===== config.mk =====
export PLATFORM = sky130hd
export DESIGN_NAME = rom_read_arbiter
export DESIGN_NICKNAME = d
export VERILOG_FILES = /design/src/rtl/rom_arbiter_pkg.sv /design/src/rtl/rr_priority_select.sv /design/src/rtl/rom_read_arbiter.sv
export SDC_FILE = /design/constraint.sdc
export NUM_CORES = 1
export LEC_CHECK = 0
export BUFFER_PORTS_ARGS = -buffer_cell sky130_fd_sc_hd__buf_2
export CORE_MARGIN = 1.5
export CORE_UTILIZATION = 45
export DETAILED_ROUTE_END_ITERATION = 8
export GPL_TIMING_DRIVEN = 0
export HOLD_SLACK_MARGIN = 0.06
export MAX_ROUTING_LAYER = met4
export PLACE_DENSITY = 0.73
export SYNTH_ARGS = -nofsm -noshare
export SYNTH_HDL_FRONTEND = slang
export SYNTH_SLANG_ARGS = --single-unit

===== constraint.sdc =====
create_clock -name iClock -period 3.9 [get_ports iClock]
set_clock_uncertainty 0.15 [all_clocks]
set_input_delay 0.78 -clock iClock [delete_from_list [all_inputs] [get_ports iClock]]
set_output_delay 0.78 -clock iClock [all_outputs]
set_load 0.05 [all_outputs]

===== src/rtl/rom_arbiter_pkg.sv =====
// rtl/rom_arbiter_pkg.sv - shared constants and helpers for the ROM read arbiter
package rom_arbiter_pkg;
    localparam int cRomLatency = 1;
    localparam int cPipeDepth  = cRomLatency + 1;

    // Width of an index able to hold 0..value-1, never less than one bit.
    function automatic int clog2(input int value);
        int width;
        width = 1;
        while ((1 << width) < value) width = width + 1;
        return width;
    endfunction
endpackage


===== src/rtl/rr_priority_select.sv =====
// rtl/rr_priority_select.sv - round-robin first-eligible picker starting at a pointer
module rr_priority_select #(
    parameter int gRequesters = 4,
    parameter int gIndexWidth = 2
) (
    input  logic [gRequesters-1:0] eligible,
    input  logic [gIndexWidth-1:0] pointer,
    output logic [gRequesters-1:0] winner,
    output logic [gIndexWidth-1:0] index,
    output logic                   any
);
    localparam logic [gIndexWidth:0] cCount = (gIndexWidth + 1)'(gRequesters);

    logic [2*gRequesters-1:0] doubled;
    logic [gRequesters-1:0]   rotated;
    logic [gIndexWidth-1:0]   offset;
    logic [gIndexWidth:0]     sum;

    always_comb begin
        // Rotating the doubled vector puts the pointer position at bit 0.
        doubled = {eligible, eligible};
        rotated = doubled[pointer +: gRequesters];
        offset  = '0;
        any     = 1'b0;
        for (int i = gRequesters - 1; i >= 0; i--) begin
            if (rotated[i]) begin
                offset = i[gIndexWidth-1:0];
                any    = 1'b1;
            end
        end
        sum = {1'b0, pointer} + {1'b0, offset};
        if (sum >= cCount) sum = sum - cCount;
        index  = sum[gIndexWidth-1:0];
        winner = '0;
        if (any) winner[index] = 1'b1;
    end
endmodule


===== src/rtl/rom_read_arbiter.sv =====
// rtl/rom_read_arbiter.sv - round-robin sharing of one synchronous-read ROM among requesters
module rom_read_arbiter
    import rom_arbiter_pkg::*;
#(
    parameter int gRequesters   = 4,
    parameter int gAddressWidth = 6,
    parameter int gDataWidth    = 8
) (
    input  logic                                 iClock,
    input  logic                                 iReset,
    input  logic [gRequesters-1:0]               iRequest,
    input  logic [gRequesters*gAddressWidth-1:0] iAddress,
    output logic [gRequesters-1:0]               oGrant,
    output logic [gRequesters-1:0]               oValid,
    output logic [gDataWidth-1:0]                oData,
    output logic [gAddressWidth-1:0]             oRomAddress,
    input  logic [gDataWidth-1:0]                iRomData
);
    localparam int                 cTagWidth = clog2(gRequesters);
    localparam logic [cTagWidth:0] cCount    = (cTagWidth + 1)'(gRequesters);

    logic [cTagWidth-1:0]     pointer;
    logic [gRequesters-1:0]   eligible;
    logic [gRequesters-1:0]   winner;
    logic [cTagWidth-1:0]     win_index;
    logic                     win_any;
    logic [cTagWidth:0]       pointer_inc;
    logic [gAddressWidth-1:0] win_address;
    logic [gRequesters-1:0]   valid_decode;
    logic [cPipeDepth-1:0]    tag_valid;
    logic [cTagWidth-1:0]     tag_index [cPipeDepth];

    // Last cycle's grant doubles as the mask, so a dropped request yields one lookup.
    assign eligible = iRequest & ~oGrant;

    rr_priority_select #(
        .gRequesters (gRequesters),
        .gIndexWidth (cTagWidth)
    ) u_select (
        .eligible (eligible),
        .pointer  (pointer),
        .winner   (winner),
        .index    (win_index),
        .any      (win_any)
    );

    always_comb begin
        pointer_inc = {1'b0, win_index} + (cTagWidth + 1)'(1);
        if (pointer_inc == cCount) pointer_inc = '0;
        win_address  = iAddress[int'(win_index)*gAddressWidth +: gAddressWidth];
        valid_decode = '0;
        for (int k = 0; k < gRequesters; k++) begin
            valid_decode[k] = tag_valid[cPipeDepth-1] &&
                              (tag_index[cPipeDepth-1] == k[cTagWidth-1:0]);
        end
    end

    always_ff @(posedge iClock or posedge iReset) begin
        if (iReset) begin
            pointer     <= '0;
            oGrant      <= '0;
            oValid      <= '0;
            oData       <= '0;
            oRomAddress <= '0;
            tag_valid   <= '0;
            for (int s = 0; s < cPipeDepth; s++) tag_index[s] <= '0;
        end else begin
            oGrant       <= winner;
            tag_valid[0] <= win_any;
            tag_index[0] <= win_index;
            for (int s = 1; s < cPipeDepth; s++) begin
                tag_valid[s] <= tag_valid[s-1];
                tag_index[s] <= tag_index[s-1];
            end
            if (win_any) begin
                oRomAddress <= win_address;
                pointer     <= pointer_inc[cTagWidth-1:0];
            end
            oValid <= valid_decode;
            if (tag_valid[cPipeDepth-1]) oData <= iRomData;
        end
    end
endmodule


---- After elaboration in Yosys (flattened, before gate mapping) ----
Cells that the tools add are included.
cells by class
  add/sub/neg operators ................... 3
  $mul .................................... 1
  $lt $le $gt $ge ......................... 3
  equal/unequal tests ..................... 4
  shift operators ......................... 2
  mux-type cells .......................... 13
  bitwise gates (word level) .............. 2
  reductions and logical operators ........ 6
operator list
  kind                                                  count
  variable part select 24 x 6 -> 6 bit                  1
  two-way mux 2 bit                                     6
  variable part select 8 x 3 -> 4 bit                   1
  logical AND 1 bit                                     5
  two-way mux 1 bit                                     5
  bitwise AND 4 bit                                     1
  equality test 2 bit (second input constant)           2
  multiplier 2 x 2 -> 4 bit (second input constant)     1
  two-way mux 4 bit                                     1
  inverter 4 bit                                        1
  adder 2 x 1 -> 3 bit (second input constant)          1
  adder 2 x 2 -> 3 bit                                  1
  equality test 3 bit (second input constant)           1
  >= comparator 3 bit (second input constant)           1
  < comparator 2 x 3 -> 1 bit (second input constant)   1
  demux 1 bit (select 2 bit)                            1
  equality test 2 x 1 -> 1 bit (second input constant)  1
  >= comparator 2 x 1 -> 1 bit (second input constant)  1
  zero test 2 bit                                       1
  subtractor 2 x 1 -> 2 bit (second input constant)     1
word-level totals
  bits in registers ....................... 30
  bits of input ports ..................... 38
  output and inout bits ................... 22

---- Logic depth before layout (Yosys ltp) ----
Gate-level depths: netlist (run 1).
  depth in word-level cells ............... 15
  depth in mapped cells ................... 12
  mapped depth without buffers ............ 9

---- By module ----
A second synthesis (run 1) with hierarchy kept.
unflattened totals
  cell total of the unflattened synthesis .. 120
  area, all modules ....................... 1461.4 um2
modules (own cells, without submodules)
  module              times used  cells each  area each (um2)
  rom_read_arbiter    1           82          1199.9
  rr_priority_select  1           38          261.5

---- Worst setup path after synthesis (run 1) ----
Ideal clock, no wire load.
  path type ............................... input to register
  from .................................... input port iRequest[2]
  to ...................................... register pointer[1]
  library setup time ...................... 0.117 ns
  arrival ................................. 2.680 ns
  data required time ...................... 3.633 ns
  slack ................................... 0.954 ns
  stages .................................. 11
  buffers on the path ..................... 3
  cell sequence ........................... nor2b_1 buf_6 o311a_1 o211ai_1 ha_1 buf_6 clkbuf_1 xor2_1 ha_1 nand2_1 nand2_1
between the ends
  cells in the longest elaborated chain, start to end .. 12
  elaborated cells on any way between the ends .. 17
  classes of those cells .................. add/sub: 3; order compare: 1; eq/ne: 1; shift: 1; mux: 10; bitwise: 1
RTL lines
  element                                                           line                      text
  start, declared                                                   rom_read_arbiter.sv:11    input logic [gRequesters-1:0] iRequest,
  bitwise AND 4 bit (*)                                             rom_read_arbiter.sv:34    assign eligible = iRequest & ~oGrant;
  variable part select 8 x 3 -> 4 bit (*)                           rr_priority_select.sv:22  rotated = doubled[pointer +: gRequesters];
  two-way mux 2 bit (3 in series)                                   rr_priority_select.sv:26  if (rotated[i]) begin
  two-way mux 2 bit (*)                                             rr_priority_select.sv:26
  adder 2 x 2 -> 3 bit (*)                                          rr_priority_select.sv:31  sum = {1'b0, pointer} + {1'b0, offset};
  >= comparator 3 bit or subtractor 2 x 1 -> 2 bit (tied branches)  rr_priority_select.sv:32  if (sum >= cCount) sum = sum - cCount;
  two-way mux 2 bit (*)                                             rr_priority_select.sv:32
  adder 2 x 1 -> 3 bit (*)                                          rom_read_arbiter.sv:48    pointer_inc = {1'b0, win_index} + (cTagWidth + 1)'(1);
  equality test 3 bit                                               rom_read_arbiter.sv:49    if (pointer_inc == cCount) pointer_inc = '0;
  two-way mux 2 bit (*)                                             rom_read_arbiter.sv:49
  named net pointer_inc[1]                                          rom_read_arbiter.sv:27    logic [cTagWidth:0] pointer_inc;
  end signal, assigned                                              rom_read_arbiter.sv:77    pointer <= pointer_inc[cTagWidth-1:0];
  end, declared                                                     rom_read_arbiter.sv:22    logic [cTagWidth-1:0] pointer;
Mark *: on every way through the listed nets, which the timed path passes. The rest lies on a longest branch.
A chain may end at the register's enable or synchronous reset.

---- Final worst setup path (run 1) ----
Same ends and word-level chain as after synthesis.

==> flow_summary.yaml, run 1 <==
worst_setup_path:
  worstReg2RegStart: "pointer[0]"
  worst_setup_path_end_kind: "flop"
  timing.setup.critical_path_class: "in -> reg"
  worstPathRequired_ns: 3.92
  cp_data_arrival_time_ns: 3.06
  timing.rr.end: "pointer[1]"
  worst-r2r-setup-slack_ns: 1.07
  critPathMaxFanout: 10
  worstRegToRegCells: 10
  worstSetupStartpointType: "input pin"
yosys:
  synth.largest_area_cell: "dfrtp_1"
  syn_std_cell_area_um2: 1700
  synth_seq_cells: 30
  synthFlopType: "dfrtp_1"
  share_of_flip_flops_with_an_asynchronous_set_or_reset_pct: 100
  syn_inst_count: 143
  seq_area_frac_synth_pct: 44.2
  synth-warning-count: 0
  synth_enable_flop_cells: 0
  synth.lib_cells_used.distinct: 47
  synth_largest_type_area_fraction_pct: 44.2
  post_synth.cell_area_avg_um2: 11.9
  largest_cells_by_area_after_synthesis: "dfrtp_1 44%, mux2i_1 12%, mux2_2 5.3%"
  synth_nets: 183
global_route:
  grt_use_met2_pct: 31.6
  global_route_congestion_overflow_total: 0
  maximum_number_of_pins_on_one_net_before_global_route_repair: 31
  antenna_found_initial: 0
  track_usage_pct: 18.6
  most_used_routing_layer_in_global_routing: "met2"
  grt_pass1_wl_um: 5780
  grt_use_met3_pct: 5.21
  grt.met1_usage_pct: 21.9
  first_global_vias: 1299
floorplanning:
  placement_rows: 22
  floorplan.die_area_um2: 4160
  design.portCount: 60
  die-height_um: 64.5
  design.core.area_um2: 3630
  initial_utilization_pct: 46.8
  floorplan.die.width_um: 64.5
cts:
  cts-buffers-inserted: 5
  post_cts.resized_instances: 0
  ctsHoldBuffers: 0
  tritoncts: "done"
  worst_skew_pair.late_latency_ns: 0.28
  htree_levels: 2
  max-clock-path-buffers: 2
  clock_sink_count: 30
  clock-root-buffer: "clkbuf_8"
  clk_transition_reported_paths_ns: 0.06
  post_cts_buffers: 0
timing:
  final_hold_viol_count: 0
  tmin_final_ns: 3.04
  clock.fmax_ghz: 0.329
  setup_viol: 0
  worst_pin_slew_ns: 1.11
  max_slew_margin_pct: 26.2
  drv_slew: 0
  summed_negative_setup_slack_over_all_endpoints_ns: 0
  grt_setup_unrepaired: "false"
  final.hold.worst_slack_ns: 0.201
  period_share_pct: 78.0
routing:
  post_drt_via_cell_ratio: 5.26
  detailedRoute.firstIterationViolations: 73
  drc_errors: 0
  detail_route.first_pass.iterations: 4
  wirelength_um: 3460
  drtAntennaViolNets: 0
  vias: 1356
  wl_per_cell_um: 13.4
placed_design:
  dpl.hpwl_um: 2670
  placement.io_buffers: 59
  gp_congestion: 0.811
pwr:
  p_clk_share_pct: 11.4
  p_leak_nw: 1.04
  combPwrFrac_pct: 66.0
  netSwitchingFraction_pct: 47.8
  vdd_ir_drop_max_uv: 675
  power_frac_seq_pct: 22.6
  total_switching_power_mw: 1.08
  power_density_nw_per_um2: 1050
  cellInternalPower_mw: 1.18
layout:
  area_added_between_synthesis_and_finish_pct: 26.5
  layout-drive-gt1-share_pct: 44.8
  antennaDiodeCount: 0
  nets: 249
  n_fill_cell: 333
hold_path:
  worst_hold_startpoint: "tag_valid[0]"
  worst_hold_path_type: "reg -> reg"
  hold-path-cell-count: 0
  hold-path-endpoint: "tag_valid[1]"
job:
  maxCapViolCount: 0
status:
  outcome: "finished clean"
[cells by family (layout without fill, tap and decap cells)]
| group | count (synthesis) | in the layout | share of synthesized area (%) |
|---|---|---|---|
| simple gates | 36 | 36 | 13.7 |
| compound gates | 31 | 31 | 15.3 |
| mux | 30 | 30 | 18.5 |
| flops | 30 | 30 | 44.2 |
| buf+inv | 12 | 79 | 5.89 |
| fa+ha+maj | 2 | 2 | 1.47 |
| xor+xnor | 2 | 2 | 1.03 |
[cells in the mapped netlist (2+ instances only)]
cell,n
nor2b_1,4
o221ai_1,4
a22oi_1,5
nand2_1,6
o21ai_0,5
nor2_1,6
mux2i_1,21
ha_1,2
o2111ai_1,2
a22o_1,2
xor2_1,2
nand3b_1,2
nand3_1,2
nand2b_1,3
mux2_2,8
o211ai_1,2
inv_1,2
dfrtp_1,30
nor3_1,2
buf_6,6
[power groups by stage]
stage | Clock, mW | Combinational (mW) | Sequential, mW
2_1_floorplan | 0 | 0.930 | 0.790
6_report | 0.257 | 1.49 | 0.509
3_3_place_gp | 0 | 1.44 | 0.506
3_5_place_dp | 0 | 1.49 | 0.514
5_1_grt | 0.280 | 1.61 | 0.525
4_1_cts | 0.262 | 1.49 | 0.510
[cells in the final DEF, fill, tap and decap left out, types with 3 or more instances in the layout]
cell type	count
buf_6	6
nor2b_1	4
nand2b_1	3
o221ai_1	4
dfrtp_1	30
mux2_2	8
nor2_1	6
o21ai_0	5
nand2_1	6
a22oi_1	5
mux2i_1	21
clkbuf_8	7
buf_2	59
[worst max-delay path by stage]
stage,from,to,slack (ns),depth (start not counted)
6_report,iRequest[2],pointer[1],0.86,12
5_1_grt,iRequest[2],pointer[1],0.66,12
4_1_cts,iRequest[2],pointer[1],0.85,12
3_5_place_dp,iRequest[2],pointer[1],0.56,12
3_3_place_gp,iRequest[2],pointer[1],0.66,12
2_1_floorplan,iRequest[2],pointer[1],0.95,11
[layout make-up]
cell class | count | area (um^2) | area share (%)
Buffer | 9 | 88.8 | 4.13
Clock buffer | 6 | 82.6 | 3.84
Clock inverter | 2 | 12.5 | 0.582
Inverter | 3 | 11.3 | 0.524
Multi-Input combinational cell | 101 | 850 | 39.5
Sequential cell | 30 | 751 | 34.9
Tap cell | 48 | 60.1 | 2.79
Timing Repair Buffer | 59 | 295 | 13.7
[routing by layer]
layer | wire length [um] | up-vias | share of wire, %
met5 | 0 | - | 0
met4 | 36 | 0 | 1.0
met3 | 158 | 5 | 4.6
met2 | 1730 | 38 | 50
met1 | 1530 | 643 | 44
li1 | - | 670 | -
[state kept, by name, indices dropped and copies added (netlist names)]
name         count
oValid           4
tag_index        4
tag_valid        2
oRomAddress      6
oData            8
pointer          2
oGrant           4
[through the flow]
stage               utilization (%)  cells  instance area [um^2]  total power [mW]  setup slack [ns]
CTS                            59.2    258                  2150              2.26             0.854
global placement               56.6    250                  2060              1.95             0.658
finish                         59.2    258                  2150              2.26             0.860
global route                   59.2    258                  2150              2.42             0.660
detailed placement             56.6    250                  2060              2.01             0.561
floorplan                         -    143                  1700              1.72             0.954
[worst max-delay path: stages]
cell and delay [ns]:
buf_2 0.10, nor2b_1 0.13, buf_6 0.13, o311a_1 0.32, o211ai_1 0.24, ha_1 0.22, buf_6 0.15, clkbuf_1 0.41
xor2_1 0.20, ha_1 0.25, nand2_1 0.07, nand2_1 0.06
(Power assumes the default switching activity.)
==> run 2, diff against run 1 <==
==> constraint.sdc (replaced) <==
create_clock -name iClock -period 3 [get_ports iClock]
set_clock_uncertainty 0.15 [all_clocks]
set_input_delay 0.6 -clock iClock [delete_from_list [all_inputs] [get_ports iClock]]
set_output_delay 0.6 -clock iClock [all_outputs]
set_load 0.05 [all_outputs]
==> flow_summary.yaml, run 2 (same netlist as run 1, synthesis figures left out) <==
hold_path:
  worst_hold_path_type: "reg -> reg"
  worst_hold_startpoint: "tag_valid[0]"
  hold-path-cell-count: 0
  hold-path-endpoint: "tag_valid[1]"
timing:
  worst_pin_slew_ns: 1.11
  clock.fmax_ghz: 0.358
  drv_slew: 0
  tmin_final_ns: 2.79
  summed_negative_setup_slack_over_all_endpoints_ns: 0
  setup_viol: 0
  grt_setup_unrepaired: "false"
  period_share_pct: 93.1
  final.hold.worst_slack_ns: 0.202
  max_slew_margin_pct: 26.2
  final_hold_viol_count: 0
cts:
  clk_transition_reported_paths_ns: 0.06
  post_cts_buffers: 0
  worst_skew_pair.late_latency_ns: 0.28
  htree_levels: 2
  clock_sink_count: 30
  post_cts.resized_instances: 0
  max-clock-path-buffers: 2
  tritoncts: "done"
  ctsHoldBuffers: 0
  clock-root-buffer: "clkbuf_8"
  cts-buffers-inserted: 5
layout:
  final_cell_mix: "59 x buf_2, 30 x dfrtp_1, 19 x mux2i_1"
  nets: 249
  layout-drive-gt1-share_pct: 46.2
  n_fill_cell: 330
  largest_register_ffs: 8
  antennaDiodeCount: 0
  top_register: "oData"
  reg_top3: "oData: 8 flops, oRomAddress: 6 flops"
  area_added_between_synthesis_and_finish_pct: 27.0
  layout.cells.most_common: "buf_2"
  layoutNonFillerInstCount: 258
placed_design:
  gp_congestion: 0.811
  dpl.hpwl_um: 2670
  dp.cells: 250
  placement.io_buffers: 59
pwr:
  power_density_nw_per_um2: 1370
  total_switching_power_mw: 1.41
  combPwrFrac_pct: 66.3
  p_clk_share_pct: 11.3
  cellInternalPower_mw: 1.55
  netSwitchingFraction_pct: 47.6
  p_leak_nw: 1.04
  vdd_ir_drop_max_uv: 892
  design_power_total_mw: 2.95
  power_frac_seq_pct: 22.4
worst_setup_path:
  cp_data_arrival_time_ns: 2.78
  timing.rr.end: "oRomAddress[2]"
  worstSetupStartpointType: "input pin"
  worstReg2RegStart: "oGrant[0]"
  worstRegToRegCells: 12
  worst-r2r-setup-slack_ns: 0.22
  critPathMaxFanout: 10
  timing.setup.critical_path_class: "in -> reg"
  worst_setup_path_end_kind: "flop"
  worstPathRequired_ns: 2.99
global_route:
  grt_pass1_wl_um: 5780
  first_global_vias: 1299
  global_route_congestion_overflow_total: 0
  antenna_found_initial: 0
  maximum_number_of_pins_on_one_net_before_global_route_repair: 31
  track_usage_pct: 18.6
floorplanning:
  design.core.area_um2: 3630
  placement_rows: 22
  design.portCount: 60
  floorplan.die_area_um2: 4160
  initial_utilization_pct: 46.8
  floorplan.die.width_um: 64.5
  die-height_um: 64.5
job:
  maxCapViolCount: 0
routing:
  drc_errors: 0
  detail_route.first_pass.iterations: 4
  drtAntennaViolNets: 0
  vias: 1357
  post_drt_via_cell_ratio: 5.26
  detailedRoute.firstIterationViolations: 107
  wirelength_um: 3480
  wl_per_cell_um: 13.5
status:
  outcome: "finished clean"
## run 2: per-stage QoR
stage | worst slack (ns) | utilization [%] | instance area [um^2]
3_3_place_gp | -0.0621 | 56.6 | 2060
6_report | 0.207 | 59.4 | 2160
5_1_grt | 0.0147 | 59.4 | 2160
4_1_cts | 0.134 | 59.2 | 2150
2_1_floorplan | 0.231 | - | 1700
3_5_place_dp | -0.159 | 56.6 | 2060
## run 2: critical path, stage by stage
cell	delay [ns]
buf_2	0.09
nor2b_4	0.13
buf_6	0.14
nor3_1	0.06
a311oi_1	0.25
o211ai_1	0.15
ha_1	0.38
buf_6	0.18
buf_6	0.17
mux2i_1	0.23
mux2i_1	0.10
a22oi_1	0.18
o221ai_1	0.14
## run 2: power by group through the flow
stage | Combinational [mW] | Clock [mW] | Sequential (mW)
finish | 1.96 | 0.334 | 0.661
global route | 2.12 | 0.364 | 0.682
CTS | 1.94 | 0.341 | 0.662
detailed placement | 1.94 | 0 | 0.669
global placement | 1.87 | 0 | 0.658
floorplan | 1.21 | 0 | 1.03
## run 2: worst max path at each step
| stage | from | endpoint | slack, ns | cells after the start |
|---|---|---|---|---|
| 2_1_floorplan | oGrant[2] | pointer[1] | 0.23 | 11 |
| 4_1_cts | iRequest[2] | pointer[1] | 0.13 | 12 |
| 5_1_grt | oGrant[0] | oRomAddress[2] | 0.01 | 12 |
| 3_5_place_dp | iRequest[2] | pointer[1] | -0.16 | 12 |
| 6_report | iRequest[0] | oRomAddress[2] | 0.21 | 13 |
| 3_3_place_gp | iRequest[2] | pointer[1] | -0.06 | 12 |
## run 2: cell type report
| type | instances | area [um^2] | share of cell area [%] |
|---|---|---|---|
| buffer | 9 | 90.1 | 4.17 |
| clock buffer | 6 | 82.6 | 3.82 |
| clock inverter | 2 | 12.5 | 0.579 |
| inverter | 3 | 11.3 | 0.521 |
| multi-input combinational | 101 | 857 | 39.7 |
| sequential | 30 | 751 | 34.8 |
| tap | 48 | 60.1 | 2.78 |
| timing repair buffer | 59 | 295 | 13.7 |
## run 2: routing by layer
| metal | track usage (%) | share of wire [%] | wire, um |
|---|---|---|---|
| met5 | - | 0 | 0 |
| met1 | 21.9 | 44 | 1530 |
| met4 | 4.79 | 1.1 | 40 |
| met3 | 5.21 | 4.7 | 165 |
| met2 | 31.6 | 50 | 1750 |
==> run 3, diff against run 2 <==
--- a/config.mk
+++ b/config.mk
@@ -6,13 +6,16 @@
 export NUM_CORES = 1
 export LEC_CHECK = 0
 export BUFFER_PORTS_ARGS = -buffer_cell sky130_fd_sc_hd__buf_2
+export CAP_MARGIN = 20
+export CELL_PAD_IN_SITES_DETAIL_PLACEMENT = 1
+export CELL_PAD_IN_SITES_GLOBAL_PLACEMENT = 1
 export CORE_MARGIN = 1.5
-export CORE_UTILIZATION = 45
+export CORE_UTILIZATION = 38
 export DETAILED_ROUTE_END_ITERATION = 8
 export GPL_TIMING_DRIVEN = 0
 export HOLD_SLACK_MARGIN = 0.06
 export MAX_ROUTING_LAYER = met4
-export PLACE_DENSITY = 0.73
+export PLACE_DENSITY_LB_ADDON = 0.1
 export SYNTH_ARGS = -nofsm -noshare
 export SYNTH_HDL_FRONTEND = slang
 export SYNTH_SLANG_ARGS = --single-unit
==> flow_summary.yaml, run 3 (same netlist as run 1, synthesis figures left out) <==
worst_setup_path:
  worst_path_dominant_cell_family: "compound AO/OA/AOI/OAI gates"
  worstSetupPathDepth: 12
  worstPathCellList: "nor2b_4, buf_6, nor3_1, a311oi_1, o211ai_1, ha_1, buf_6, buf_8, mux2i_1, mux2i_1, a22oi_1, o221ai_1"
  worst_setup_path_end_kind: "flop"
  worstRegToRegCells: 12
  worstReg2RegStart: "oGrant[0]"
  worstSetupStartpointType: "flop"
  timing.setup.critical_path_class: "reg -> reg"
  critical_path_end: "oRomAddress[4]"
  worst-r2r-setup-slack_ns: 0.20
  timing.rr.end: "oRomAddress[4]"
  crit_path_start: "oGrant[0]"
  cp_data_arrival_time_ns: 2.78
  critical-path-slowest-cell: "dfrtp_1"
  path_buf_inv: 3
  worstPathRequired_ns: 2.99
  timing.critical_path.slowest_cell_delay_ns: 0.43
  critPathMaxFanout: 10
global_route:
  first_global_vias: 1676
  global_route_congestion_overflow_total: 0
  maximum_number_of_pins_on_one_net_before_global_route_repair: 23
  track_usage_pct: 20.4
  antenna_found_initial: 0
  grt_pass1_wl_um: 7760
timing:
  tmin_final_ns: 2.80
  max_slew_margin_pct: 55.8
  worst_pin_slew_ns: 0.658
  setup_viol: 0
  clock.fmax_ghz: 0.358
  period_share_pct: 93.2
  drv_slew: 0
  final_hold_viol_count: 0
floorplanning:
  design.core.area_um2: 4320
  floorplan.die_area_um2: 4890
  die-height_um: 69.9
  floorplan.die.width_um: 69.9
  initial_utilization_pct: 39.3
  placement_rows: 24
  design.portCount: 60
layout:
  core_utilization_of_the_finished_layout_pct: 51.0
  nets: 251
  antennaDiodeCount: 0
  top_register: "oData"
  largest_register_ffs: 8
  layoutNonFillerInstCount: 264
  reg_top3: "oData: 8 flops, oRomAddress: 6 flops"
  final_cell_mix: "59 x buf_2, 30 x dfrtp_1, 19 x mux2i_1"
  layout.cells.most_common: "buf_2"
  area_added_between_synthesis_and_finish_pct: 29.6
  layout-drive-gt1-share_pct: 46.7
pwr:
  p_leak_nw: 1.06
  design_power_total_mw: 3.06
  power_density_nw_per_um2: 1390
  vdd_ir_drop_max_uv: 664
placed_design:
  gp_congestion: 0.725
  dp.cells: 255
  placement.io_buffers: 59
  dpl.hpwl_um: 3490
cts:
  worst_skew_pair.late_latency_ns: 0.28
  clock_sink_count: 30
  cts-buffers-inserted: 5
  max-clock-path-buffers: 2
  htree_levels: 2
  tritoncts: "done"
  clk_transition_reported_paths_ns: 0.07
  ctsHoldBuffers: 0
  clock-root-buffer: "clkbuf_8"
job:
  maxCapViolCount: 0
routing:
  drtAntennaViolNets: 0
  detailedRoute.firstIterationViolations: 51
  post_drt_via_cell_ratio: 5.47
  detail_route.first_pass.iterations: 4
  vias: 1443
  wirelength_um: 4460
  drc_errors: 0
  wl_per_cell_um: 16.9
hold_path:
  worst_hold_path_type: "in -> async"
status:
  outcome: "finished clean"
run 3: cell count changes in the layout (fill, tap and decap cells not counted):
cell    delta
buf_4      +1
buf_8      +1
buf_16     +1
buf_6      -1
run 3: what timing repair did:
action / CTS / global route
hold endpoints to repair: 0 / 0
endpoints found under the setup margin: 0 / 5
resized for setup: 0 / 5
buffers inserted: 0 / 1
run 3: worst min-delay path by stage:
| stage | from | end | slack (ns) | depth (start not counted) |
|---|---|---|---|---|
| finish | iReset | oGrant[1] | 0.17 | 2 |
| floorplan | tag_index[2] | tag_index[0] | 0.18 | 0 |
| CTS | iReset | oGrant[1] | 0.18 | 2 |
| detailed placement | tag_valid[0] | tag_valid[1] | 0.19 | 0 |
| global placement | tag_index[2] | tag_index[0] | 0.19 | 0 |
| global route | iReset | oGrant[1] | 0.21 | 2 |
run 3: routing by layer:
layer  up-vias  GRT usage, %  part of all wire, %
li1        670             -                    -
met5         -             -                    0
met4         0          9.40                  2.8
met1       714          22.3                   40
met2        45          35.2                   52
met3        14          4.62                  5.0
run 3: per-stage QoR:
step           setup TNS (ns)  hold WS (ns)  area [um^2]  setup slack (ns)
3_3_place_gp           -0.134         0.190         2060           -0.0912
5_1_grt             -0.000701         0.208         2200         -0.000701
2_1_floorplan               0         0.181         1700             0.231
3_5_place_dp           -0.942         0.190         2090            -0.193
4_1_cts                     0         0.183         2180            0.0706
6_report                    0         0.172         2200             0.205
run 3: final cells by class:
type	instances	area [um^2]
fill	494	2120
timing repair buffer	61	330
clock buffer	6	82.6
buffer	9	93.8
sequential	30	751
multi-input combinational	101	857
tap	52	65.1
clock inverter	2	12.5
inverter	3	11.3
run 3: power breakdown:
part / switching (mW) / total, mW / internal [mW]
Combinational: 1.23 / 2.05 / 0.824
Clock: 0.162 / 0.346 / 0.184
Sequential: 0.0879 / 0.664 / 0.576
run 3: worst register-to-register path, stage by stage (launching register included):
cell      delay [ns]
dfrtp_1         0.43
nor2b_4         0.14
buf_6           0.15
nor3_1          0.06
a311oi_1        0.21
o211ai_1        0.14
ha_1            0.35
buf_6           0.17
buf_8           0.16
mux2i_1         0.26
mux2i_1         0.11
a22oi_1         0.18
o221ai_1        0.15
